$ cat src/rtl/mul4_tournament_sched.sv
// Tournament sequencer: drives the 2x2-multiplier truth table to NCAND candidates in turn,
// scores each candidate's captured outputs against the golden product and reports the winner.
module mul4_tournament_sched #(
    parameter int NCAND      = 8,
    parameter int SETTLE     = 2,
    parameter bit EARLY_EXIT = 1'b1,
    localparam int SW = (NCAND > 1) ? $clog2(NCAND) : 1,
    localparam int CW = $clog2(SETTLE + 1)
) (
    input  logic          clk,
    input  logic          rst,
    input  logic          start,
    output logic [SW-1:0] cand_sel,
    output logic [15:0]   a1,
    output logic [15:0]   a0,
    output logic [15:0]   b1,
    output logic [15:0]   b0,
    input  logic [15:0]   y3,
    input  logic [15:0]   y2,
    input  logic [15:0]   y1,
    input  logic [15:0]   y0,
    output logic          busy,
    output logic          score_valid,
    output logic [6:0]    last_score,
    output logic [SW-1:0] best_idx,
    output logic [6:0]    best_score,
    output logic          done
);

    typedef enum logic [2:0] {
        S_IDLE   = 3'd0,
        S_WAIT   = 3'd1,
        S_SAMPLE = 3'd2,
        S_SCORE  = 3'd3,
        S_DONE   = 3'd4
    } state_t;

    // Lane i carries a = i[3:2], b = i[1:0]; GOLDEN is {y3,y2,y1,y0} of the exact product.
    localparam logic [15:0] STIM_A1 = 16'hFF00;
    localparam logic [15:0] STIM_A0 = 16'hF0F0;
    localparam logic [15:0] STIM_B1 = 16'hCCCC;
    localparam logic [15:0] STIM_B0 = 16'hAAAA;
    localparam logic [63:0] GOLDEN  = 64'h8000_4C00_6AC0_A0A0;

    function automatic logic [6:0] popcount64(input logic [63:0] v);
        logic [6:0] n;
        n = 7'd0;
        for (int i = 0; i < 64; i++) begin
            n = n + {6'd0, v[i]};
        end
        return n;
    endfunction

    state_t        state_q, state_d;
    logic [CW-1:0] cnt_q, cnt_d;
    logic [SW-1:0] cand_q, cand_d;
    logic [SW-1:0] best_idx_q, best_idx_d;
    logic [63:0]   ycap_q, ycap_d;
    logic [6:0]    best_score_q, best_score_d;
    logic [6:0]    last_score_q, last_score_d;
    logic          score_valid_q, score_valid_d;
    logic          done_q, done_d;
    logic          busy_q, busy_d;
    logic [15:0]   a1_q, a1_d, a0_q, a0_d, b1_q, b1_d, b0_q, b0_d;
    logic [6:0]    score_s;

    // Next-state, datapath and registered-output computation.
    always_comb begin
        state_d       = state_q;
        cnt_d         = cnt_q;
        cand_d        = cand_q;
        best_idx_d    = best_idx_q;
        ycap_d        = ycap_q;
        best_score_d  = best_score_q;
        last_score_d  = last_score_q;
        score_valid_d = 1'b0;
        done_d        = 1'b0;
        score_s       = 7'd64 - popcount64(ycap_q ^ GOLDEN);
        case (state_q)
            S_IDLE: begin
                if (start) begin
                    state_d      = S_WAIT;
                    cnt_d        = CW'(SETTLE - 1);
                    cand_d       = {SW{1'b0}};
                    best_idx_d   = {SW{1'b0}};
                    best_score_d = 7'd0;
                end else begin
                    state_d = S_IDLE;
                end
            end
            S_WAIT: begin
                if (cnt_q == {CW{1'b0}}) begin
                    state_d = S_SAMPLE;
                end else begin
                    cnt_d = cnt_q - CW'(1);
                end
            end
            S_SAMPLE: begin
                ycap_d  = {y3, y2, y1, y0};
                state_d = S_SCORE;
            end
            S_SCORE: begin
                last_score_d  = score_s;
                score_valid_d = 1'b1;
                // Strictly greater: on a tie the earlier (lower) index keeps the title.
                if (score_s > best_score_q) begin
                    best_score_d = score_s;
                    best_idx_d   = cand_q;
                end else begin
                    best_score_d = best_score_q;
                end
                if ((EARLY_EXIT && (score_s == 7'd64)) || (cand_q == SW'(NCAND - 1))) begin
                    state_d = S_DONE;
                end else begin
                    cand_d  = cand_q + SW'(1);
                    cnt_d   = CW'(SETTLE - 1);
                    state_d = S_WAIT;
                end
            end
            S_DONE: begin
                done_d  = 1'b1;
                state_d = S_IDLE;
            end
            default: begin
                state_d = S_IDLE;
            end
        endcase
        busy_d = (state_d == S_WAIT) || (state_d == S_SAMPLE) || (state_d == S_SCORE);
        if (busy_d) begin
            a1_d = STIM_A1;
            a0_d = STIM_A0;
            b1_d = STIM_B1;
            b0_d = STIM_B0;
        end else begin
            a1_d = 16'h0000;
            a0_d = 16'h0000;
            b1_d = 16'h0000;
            b0_d = 16'h0000;
        end
    end

    // State and output registers; the async clear forces every output to zero.
    always_ff @(posedge clk or posedge rst) begin
        if (rst) begin
            state_q       <= S_IDLE;
            cnt_q         <= {CW{1'b0}};
            cand_q        <= {SW{1'b0}};
            best_idx_q    <= {SW{1'b0}};
            ycap_q        <= 64'd0;
            best_score_q  <= 7'd0;
            last_score_q  <= 7'd0;
            score_valid_q <= 1'b0;
            done_q        <= 1'b0;
            busy_q        <= 1'b0;
            a1_q          <= 16'h0000;
            a0_q          <= 16'h0000;
            b1_q          <= 16'h0000;
            b0_q          <= 16'h0000;
        end else begin
            state_q       <= state_d;
            cnt_q         <= cnt_d;
            cand_q        <= cand_d;
            best_idx_q    <= best_idx_d;
            ycap_q        <= ycap_d;
            best_score_q  <= best_score_d;
            last_score_q  <= last_score_d;
            score_valid_q <= score_valid_d;
            done_q        <= done_d;
            busy_q        <= busy_d;
            a1_q          <= a1_d;
            a0_q          <= a0_d;
            b1_q          <= b1_d;
            b0_q          <= b0_d;
        end
    end

    assign cand_sel    = cand_q;
    assign a1          = a1_q;
    assign a0          = a0_q;
    assign b1          = b1_q;
    assign b0          = b0_q;
    assign busy        = busy_q;
    assign score_valid = score_valid_q;
    assign last_score  = last_score_q;
    assign best_idx    = best_idx_q;
    assign best_score  = best_score_q;
    assign done        = done_q;

endmodule
$ cat config.mk
export PLATFORM = sky130hd
export DESIGN_NAME = mul4_tournament_sched
export DESIGN_NICKNAME = d
export VERILOG_FILES = /design/src/rtl/mul4_tournament_sched.sv
export SDC_FILE = /design/constraint.sdc
export NUM_CORES = 1
export LEC_CHECK = 0
export ABC_CLOCK_PERIOD_IN_PS = 6800
export CAP_MARGIN = 5
export CORE_ASPECT_RATIO = 1.75
export CORE_MARGIN = 4
export CORE_UTILIZATION = 35
export DETAILED_ROUTE_END_ITERATION = 16
export SLEW_MARGIN = 25
export SYNTH_ARGS = -nofsm -noshare
export SYNTH_HDL_FRONTEND = slang
export SYNTH_SLANG_ARGS = --single-unit
$ cat constraint.sdc
create_clock -name clk -period 6.8 [get_ports clk]
set_input_delay 2.04 -clock clk [delete_from_list [all_inputs] [get_ports clk]]
set_output_delay 2.04 -clock clk [all_outputs]
set_load 0.05 [all_outputs]
== After elaboration in Yosys (flattened, before gate mapping) ==
Cells that the tools add are included.
Word-level totals
  bits in registers: 156
  bits in latches: 0
  memory bits (writable): 0
  memory bits (read-only): 0
  input bits: 67
  output and inout port bits: 87
  word-level logic and storage cells: 127
  memories: 0
Cells by class
  add/subtract/negate cells: 66
  multipliers: 0
  divide/modulo/power cells: 0
  $lt $le $gt $ge: 1
  equal/unequal tests: 13
  shift operators: 0
  mux-type cells: 22
  bitwise operators: 1
  reductions and logical operators: 10
Operators by type and width (count)
  $add A7 B1 Y7: 57
  $mux W16: 4
  $mux W3: 5
  $mux W7: 2
  $not A14 Y14: 1
  $pmux W7 S2: 1
  $eq A3 B2 Y1 const B: 4
  $pmux W3 S2: 2
  $pmux W3 S4: 1
  $ne A2 B2 Y1 const B: 4
  $add A6 B1 Y7: 1
  $eq A7 B7 Y1 const B: 1
  $gt A7 B7 Y1: 1
  $sub A7 B7 Y7 const A: 1
  $add A5 B1 Y6: 1
  $eq A3 B1 Y1 const B: 2
  $eq A3 B3 Y1 const B: 2
  $mux W2: 3
  $pmux W2 S3: 1
  $reduce_and A3 Y1: 2
  $add A4 B1 Y5: 1
  $add A3 B1 Y4: 1
  $reduce_and A4 Y1: 1
  $add A2 B1 Y3: 1
  other kinds (9): 13

== Logic depth before layout (Yosys ltp) ==
Gate-level depths: netlist (run 1).
  depth after elaboration: 72
  gate-level depth with buffers: 32

== Least setup slack after synthesis (run 1) ==
OpenSTA, ideal clock, no wires.
  path kind: flip-flop to flip-flop
  from: reg ycap_q[4]
  to: reg best_score_q[0] (netlist: best_score[0])
  setup time: 0.128 ns
  data arrival time: 7.330 ns
  required time: 6.672 ns
  setup slack: -0.657 ns
  cell stages (with the launch flop): 27
  buffers on the path: 1
  cell sequence: dfrtp_1 -> fa_1 -> inv_1 -> ha_1 -> inv_1 -> fa_1 -> fa_1 -> fa_1 -> fa_1 -> fa_1 -> fa_1 -> inv_1 -> ha_1 -> inv_1 -> ha_1 -> fa_1 -> a21o_1 -> a21oi_1 -> xnor2_1 -> ha_1 -> a21o_1 -> a21oi_1 -> nor2b_1 -> a221oi_2 -> nor2b_1 -> buf_2 -> mux2_1
Between the ends
  cells in the longest elaborated chain, start to end: 64
  elaborated cells on any way between the ends: 66
  those cells by class: 61 x add/sub; 1 x order compare; 1 x eq/ne; 2 x mux; 1 x reduce/logical
Ends and longest elaborated chain
  start, declared: line 58  | logic [63:0] ycap_q, ycap_d;
  start signal, assigned: line 164  | ycap_q <= ycap_d;
  $add A4 B1 Y5: line 49  | n = n + {6'd0, v[i]};
  $add A5 B1 Y6: line 49
  $add A6 B1 Y7: line 49
  $add A7 B1 Y7 (57 in a row): line 49
  $sub A7 B7 Y7: line 78  | score_s = 7'd64 - popcount64(ycap_q ^ GOLDEN);
  via score_s[5]: line 65  | logic [6:0] score_s;
  $gt A7 B7 Y1: line 106  | if (score_s > best_score_q) begin
  $ne A2 B2 Y1 (no line)
  $reduce_and A3 Y1 (no line)
  end signal, assigned: line 165  | best_score_q <= best_score_d;
  end, declared: line 59  | logic [6:0] best_score_q, best_score_d;
The timed path passes the listed nets, and every way through them passes these cells. The select of a mux whose other input is x is not followed.
A chain may end at the register's enable or synchronous reset.

== Worst setup path in the final report (run 1) ==
  from: reg ycap_q[4]
  to: reg best_score_q[2] (netlist: best_score[2])
The elaborated chain is that of the path after synthesis.

==> flow_summary.yaml, run 1 <==
die:
  initial_core_util: 0.3543
  row_count: 66
  die_w_um: 111.7
  num_io_pins: 154
  core_um2: 18580
  die_h_um: 189.4
  die_area_um2: 21160
clock_network:
  cts_tree: "built"
  root_buffer: "clkbuf_16"
  clock_latency_ns: 0.35
  clkTransAtPathRegs_ns: 0.06
  numCtsBuffers: 9
  cts.sinks: 92
  cts.path.max_buffers: 2
  cts_max_level: 3
timing:
  fin_crit_sh: 1.038
  setup_viol: 7
  period_needed_ns: 7.061
  hold_viol_final: 0
  fin_ws_ns: -0.2612
  hold_slack_ns: 0.4753
  skew_ns: 0.01208
  fmax_mhz: 141.6
  rsz0062_at_grt: "yes"
  slew_viol_final: 0
  maxSlewHeadroom: 0.4389
  tightest_slew_ns: 0.8417
worst_setup_path:
  worstPathRequired_ns: 7.03
  r2r_slack_ns: -0.26
  endpoint_kind: "flop"
  slowest_stage: "fa_2"
  cp.arrival_ns: 7.29
  path_common_cell: "fa_2"
  critical_path_class: "flop to flop"
  r2r_cells: 27
  r2r_start: "ycap_q[4]"
  cpPeakStageDelay_ns: 0.57
  worstSetupStartpointType: "flop"
  crit_fanout: 7
  r2r_end: "best_score[2]"
final_layout:
  final_core_util: 0.4610
  ff_latch_area_um2: 2302
  drive_gt1_frac: 0.1471
  diodes: 0
  nets: 954
  nFillCells: 1786
  area_growth_syn_to_layout_pct: 30.10
  multiInputGateArea_um2: 3526
global_route:
  antenna_found_initial: 0
  overflow: 0
  grt_max_degree: 86
  grt_pass1_vias: 4601
  grt_pass1_wl_um: 21530
  grtUsageTotal: 0.1270
synth:
  ys_warn_count: 0
  synth_edf_count: 0
  synth.cell_area_um2: 6584
  yosysSeqAreaShare: 0.3497
  synth_flop_cell: "dfrtp_1"
  syn_area_per_cell_um2: 10.26
  ys_async_sr_fraction: 1.000
  syn_inst: 642
  ys_ff_latch: 92
  netlist-cell-type-count: 39
routing:
  vias_per_cell: 4.254
  dr.first_iter.drc_count: 101
  first_pass_iters: 4
  wl_um: 12780
  via_count: 4280
  wl_per_cell_um: 12.71
  antenna_left: 0
  drc: 0
min_path:
  min_to: "last_score[1]"
  min_path_type: "flop to flop"
  holdPathStages: 1
  hold_path_startpoint: "last_score[1]"
flow_run:
  max_cap_violations: 0
placement:
  numPortBuffers: 121
  gp_congestion: 0.7311
  dp_hpwl_um: 10510
run_status:
  violations: "negative setup slack"
  status: "finished, violations left"
## sequential cells by signal, summed over array words and instances, names as in the netlist
register and cells:
b1 1, best_idx 3, best_score 7, cand_sel 3, cnt_q 2, done 1
last_score 7, score_valid 1, state_q 3, ycap_q 64
## worst max path at each step
stage,slack [ns],endpoint,start,cells after the start
CTS,-0.30,best_score[2],ycap_q[4],27
detailed placement,-0.29,best_score[0],ycap_q[6],27
floorplan,-0.17,best_score[0],ycap_q[6],27
finish,-0.26,best_score[2],ycap_q[4],27
global placement,-0.24,best_score[0],ycap_q[7],26
global route,-0.46,best_score[1],ycap_q[34],27
## cell usage in the layout, fill, tap and decap left out, drive strengths merged, types with 2 or more instances in the layout
master	synthesis	routed
xnor2	3	3
bufinv	0	4
ha	71	71
buf	69	38
mux2	28	28
nor2b	6	6
clkbuf	11	10
o21a	2	2
nor2	12	12
inv	150	150
conb	1	32
and2	5	5
clkdlybuf4s50	0	121
mux2i	4	4
o21ai	49	49
clkinv	0	2
nand2	54	54
a21oi	5	5
xor2	2	2
fa	53	53
a31oi	2	2
a21o	9	9
dfrtp	92	92
## worst max-delay path: cells and delay by family (launching register included)
family / cells / cell delay [ns]
muxes: 1 / 0.30
adders and majority gates: 12 / 4.66
buffers and inverters: 6 / 0.41
and+or+nand+nor: 2 / 0.33
xor gates and xnor gates: 1 / 0.10
DFF: 1 / 0.40
AOI/OAI and AO/OA: 5 / 0.77
## area by class of cell
| cell class | instances | share of cell area |
|---|---|---|
| inverter | 150 | 0.06617 |
| sequential | 92 | 0.2688 |
| tap | 238 | 0.03476 |
| timing repair buffer | 159 | 0.1751 |
| multi-input combinational | 351 | 0.4116 |
| clock inverter | 6 | 0.01563 |
| clock buffer | 10 | 0.02790 |
## metal layers
metal	up-vias	share of wire	GRT usage	wire, um
li1	2120	-	-	-
met1	2067	0.37	0.1359	4784
met2	84	0.56	0.2382	7192
met3	9	0.043	0.02654	556
met4	0	0.020	0.05340	250
met5	-	0	0	0
## through the flow
step / TNS [ns] / cell area, um^2 / setup slack [ns] / std cells
floorplan: -1.159 / 6858 / -0.1655 / 673
global placement: -1.699 / 8098 / -0.2431 / 988
detailed placement: -2.009 / 8098 / -0.2879 / 988
CTS: -2.023 / 8521 / -0.2962 / 1005
global route: -3.649 / 8566 / -0.4590 / 1006
finish: -1.769 / 8566 / -0.2612 / 1006
## synth_stat cells, drive strengths merged (2+ instances only)
cell    count  area [um^2]
inv       150        563.0
dfrtp      92         2302
ha         71        888.4
buf        69        504.2
nand2      54        202.7
fa         53         1061
o21ai      49        245.2
mux2       28        315.3
nor2       12        45.04
clkbuf     11        41.29
a21o        9        67.56
nor2b       6        37.54
a21oi       5        28.78
and2        5        31.28
mux2i       4        40.04
xnor2       3        26.28
a31oi       2        12.51
o21a        2        15.01
xor2        2        17.52
## timing repair
item                       4_1_cts  5_1_grt
cloned                           0        0
pin swaps                        7        4
setup endpoints to repair       10       14
hold buffers                     0        0
setup buffers                    1        1
resized for setup               10       14
## cells by family after synthesis
group	Yosys count	share of synthesized area
buffers and inverters	230	0.1684
xor gates and xnor gates	5	0.006653
AOI/OAI and AO/OA	74	0.06917
other	1	0.0005696
muxes	32	0.05397
and+or+nand+nor	84	0.05549
DFF	92	0.3497
adders and majority gates	124	0.2961
Power of run 1 is not shown: default switching activity piles up to over one toggle a cycle in this logic, so the estimate is an artifact.
==> run 2: changes to the inputs <==
CTS_CLUSTER_SIZE = 24   (was unset)
==> results of run 2 <==
The final DEF is identical to that of run 1; final timing and power are the same.
Power of run 2 is left out for the same reason.
==> run 3: changes to the inputs <==
ABC_CLOCK_PERIOD_IN_PS = 6550   (was 6800)
clock period = 6.55 ns   (was 6.8 ns; I/O delays follow)
==> flow_summary.yaml, run 3 (same netlist as run 1, synthesis figures left out) <==
die:
  die_w_um: 111.7
  die_area_um2: 21160
  num_io_pins: 154
  initial_core_util: 0.3543
  die_h_um: 189.4
  row_count: 66
  core_um2: 18580
worst_setup_path:
  r2r_cells: 27
  r2r_start: "ycap_q[6]"
  path_buf_inv: 6
  worstPathRequired_ns: 6.78
  slowest_stage: "fa_2"
  cp_num_cells: 27
  r2r_slack_ns: -0.50
  endpoint_kind: "flop"
  r2r_end: "best_score[2]"
  worstSetupStartpointType: "flop"
  critical_path_class: "flop to flop"
  crit_fanout: 7
  cp.arrival_ns: 7.28
  cpPeakStageDelay_ns: 0.57
  path_common_cell: "inv_2"
  path_delay_family: "adder cells"
routing:
  vias_per_cell: 4.207
  wl_per_cell_um: 12.79
  drc: 0
  antenna_left: 0
  via_count: 4262
  dr.first_iter.drc_count: 85
  wl_um: 12960
  first_pass_iters: 4
timing:
  hold_slack_ns: 0.4779
  fmax_mhz: 141.9
  maxSlewHeadroom: 0.4060
  setup_viol: 10
  period_needed_ns: 7.049
  slew_viol_final: 0
  skew_ns: 0.007747
  tightest_slew_ns: 0.8910
  fin_ws_ns: -0.4989
  fin_setup_tns_ns: -4.292
  hold_viol_final: 0
  fin_crit_sh: 1.076
  rsz0062_at_grt: "yes"
clock_network:
  cts.path.max_buffers: 2
  cts_hold_buf: 0
  numCtsBuffers: 9
  cts_tree: "built"
  cts.sinks: 92
  cts_max_level: 3
  clkTransAtPathRegs_ns: 0.07
  root_buffer: "clkbuf_16"
  clock_latency_ns: 0.35
final_layout:
  area_growth_syn_to_layout_pct: 30.50
  final_core_util: 0.4624
  final_common_cell: "inv_1"
  largest_register: "ycap_q"
  drive_gt1_frac: 0.1497
  largest_reg_flops: 64
  layout_common_cells: "inv_1, clkdlybuf4s50_1, dfrtp_1, ha_1, nand2_1"
  nets: 961
  diodes: 0
placement:
  dp_hpwl_um: 10360
  gp_congestion: 0.7779
  numPortBuffers: 121
min_path:
  min_path_type: "flop to flop"
  holdPathStages: 1
  min_to: "last_score[1]"
  hold_path_startpoint: "last_score[1]"
global_route:
  grt_pass1_wl_um: 22050
  grt_pass1_vias: 4661
  use_met3: 0.02718
  grtUsageMet2: 0.2403
  antenna_found_initial: 0
  grtUsageTotal: 0.1289
  grt_max_degree: 89
  busiest_layer: "met2"
  gr-usage-met1: 0.1435
  overflow: 0
flow_run:
  max_cap_violations: 0
run_status:
  status: "finished, violations left"
  violations: "negative setup slack"
==> run 3: area by class of cell <==
type | instances | area [um^2]
clock inverters | 6 | 95.09
flip-flops and latches | 92 | 2302
fillers | 1789 | 9988
repair buffers | 166 | 1564
multi-input cells | 351 | 3528
well taps | 238 | 297.8
inverters | 150 | 565.5
clock buffers | 10 | 239.0
==> run 3: how the worst max path moves through the flow <==
stage	from	to
finish	ycap_q[6]	best_score[2]
global route	ycap_q[6]	best_score[2]
CTS	ycap_q[6]	best_score[2]
detailed placement	ycap_q[7]	best_score[2]
global placement	ycap_q[7]	best_score[0]
floorplan	ycap_q[6]	best_score[0]
==> run 3: metrics by stage <==
step                std cells  cell area, um^2  setup WS (ns)
floorplan                 673             6858        -0.4155
global placement          992             8128        -0.5658
detailed placement        992             8128        -0.6455
CTS                      1010             8507        -0.5637
global route             1013             8592        -0.7889
finish                   1013             8592        -0.4989
==> run 3: what timing repair did <==
action | CTS | global route
gates cloned | 0 | 0
setup buffers | 3 | 4
setup endpoints to repair | 17 | 17
pin swaps | 3 | 14
gates resized for setup | 6 | 17
==> run 3: metal layers <==
layer / share of wire / up-vias
met2: 0.55 / 82
met1: 0.39 / 2028
met3: 0.042 / 14
li1: - / 2138
met4: 0.018 / 0
met5: 0 / -
Power of run 3 is left out for the same reason.
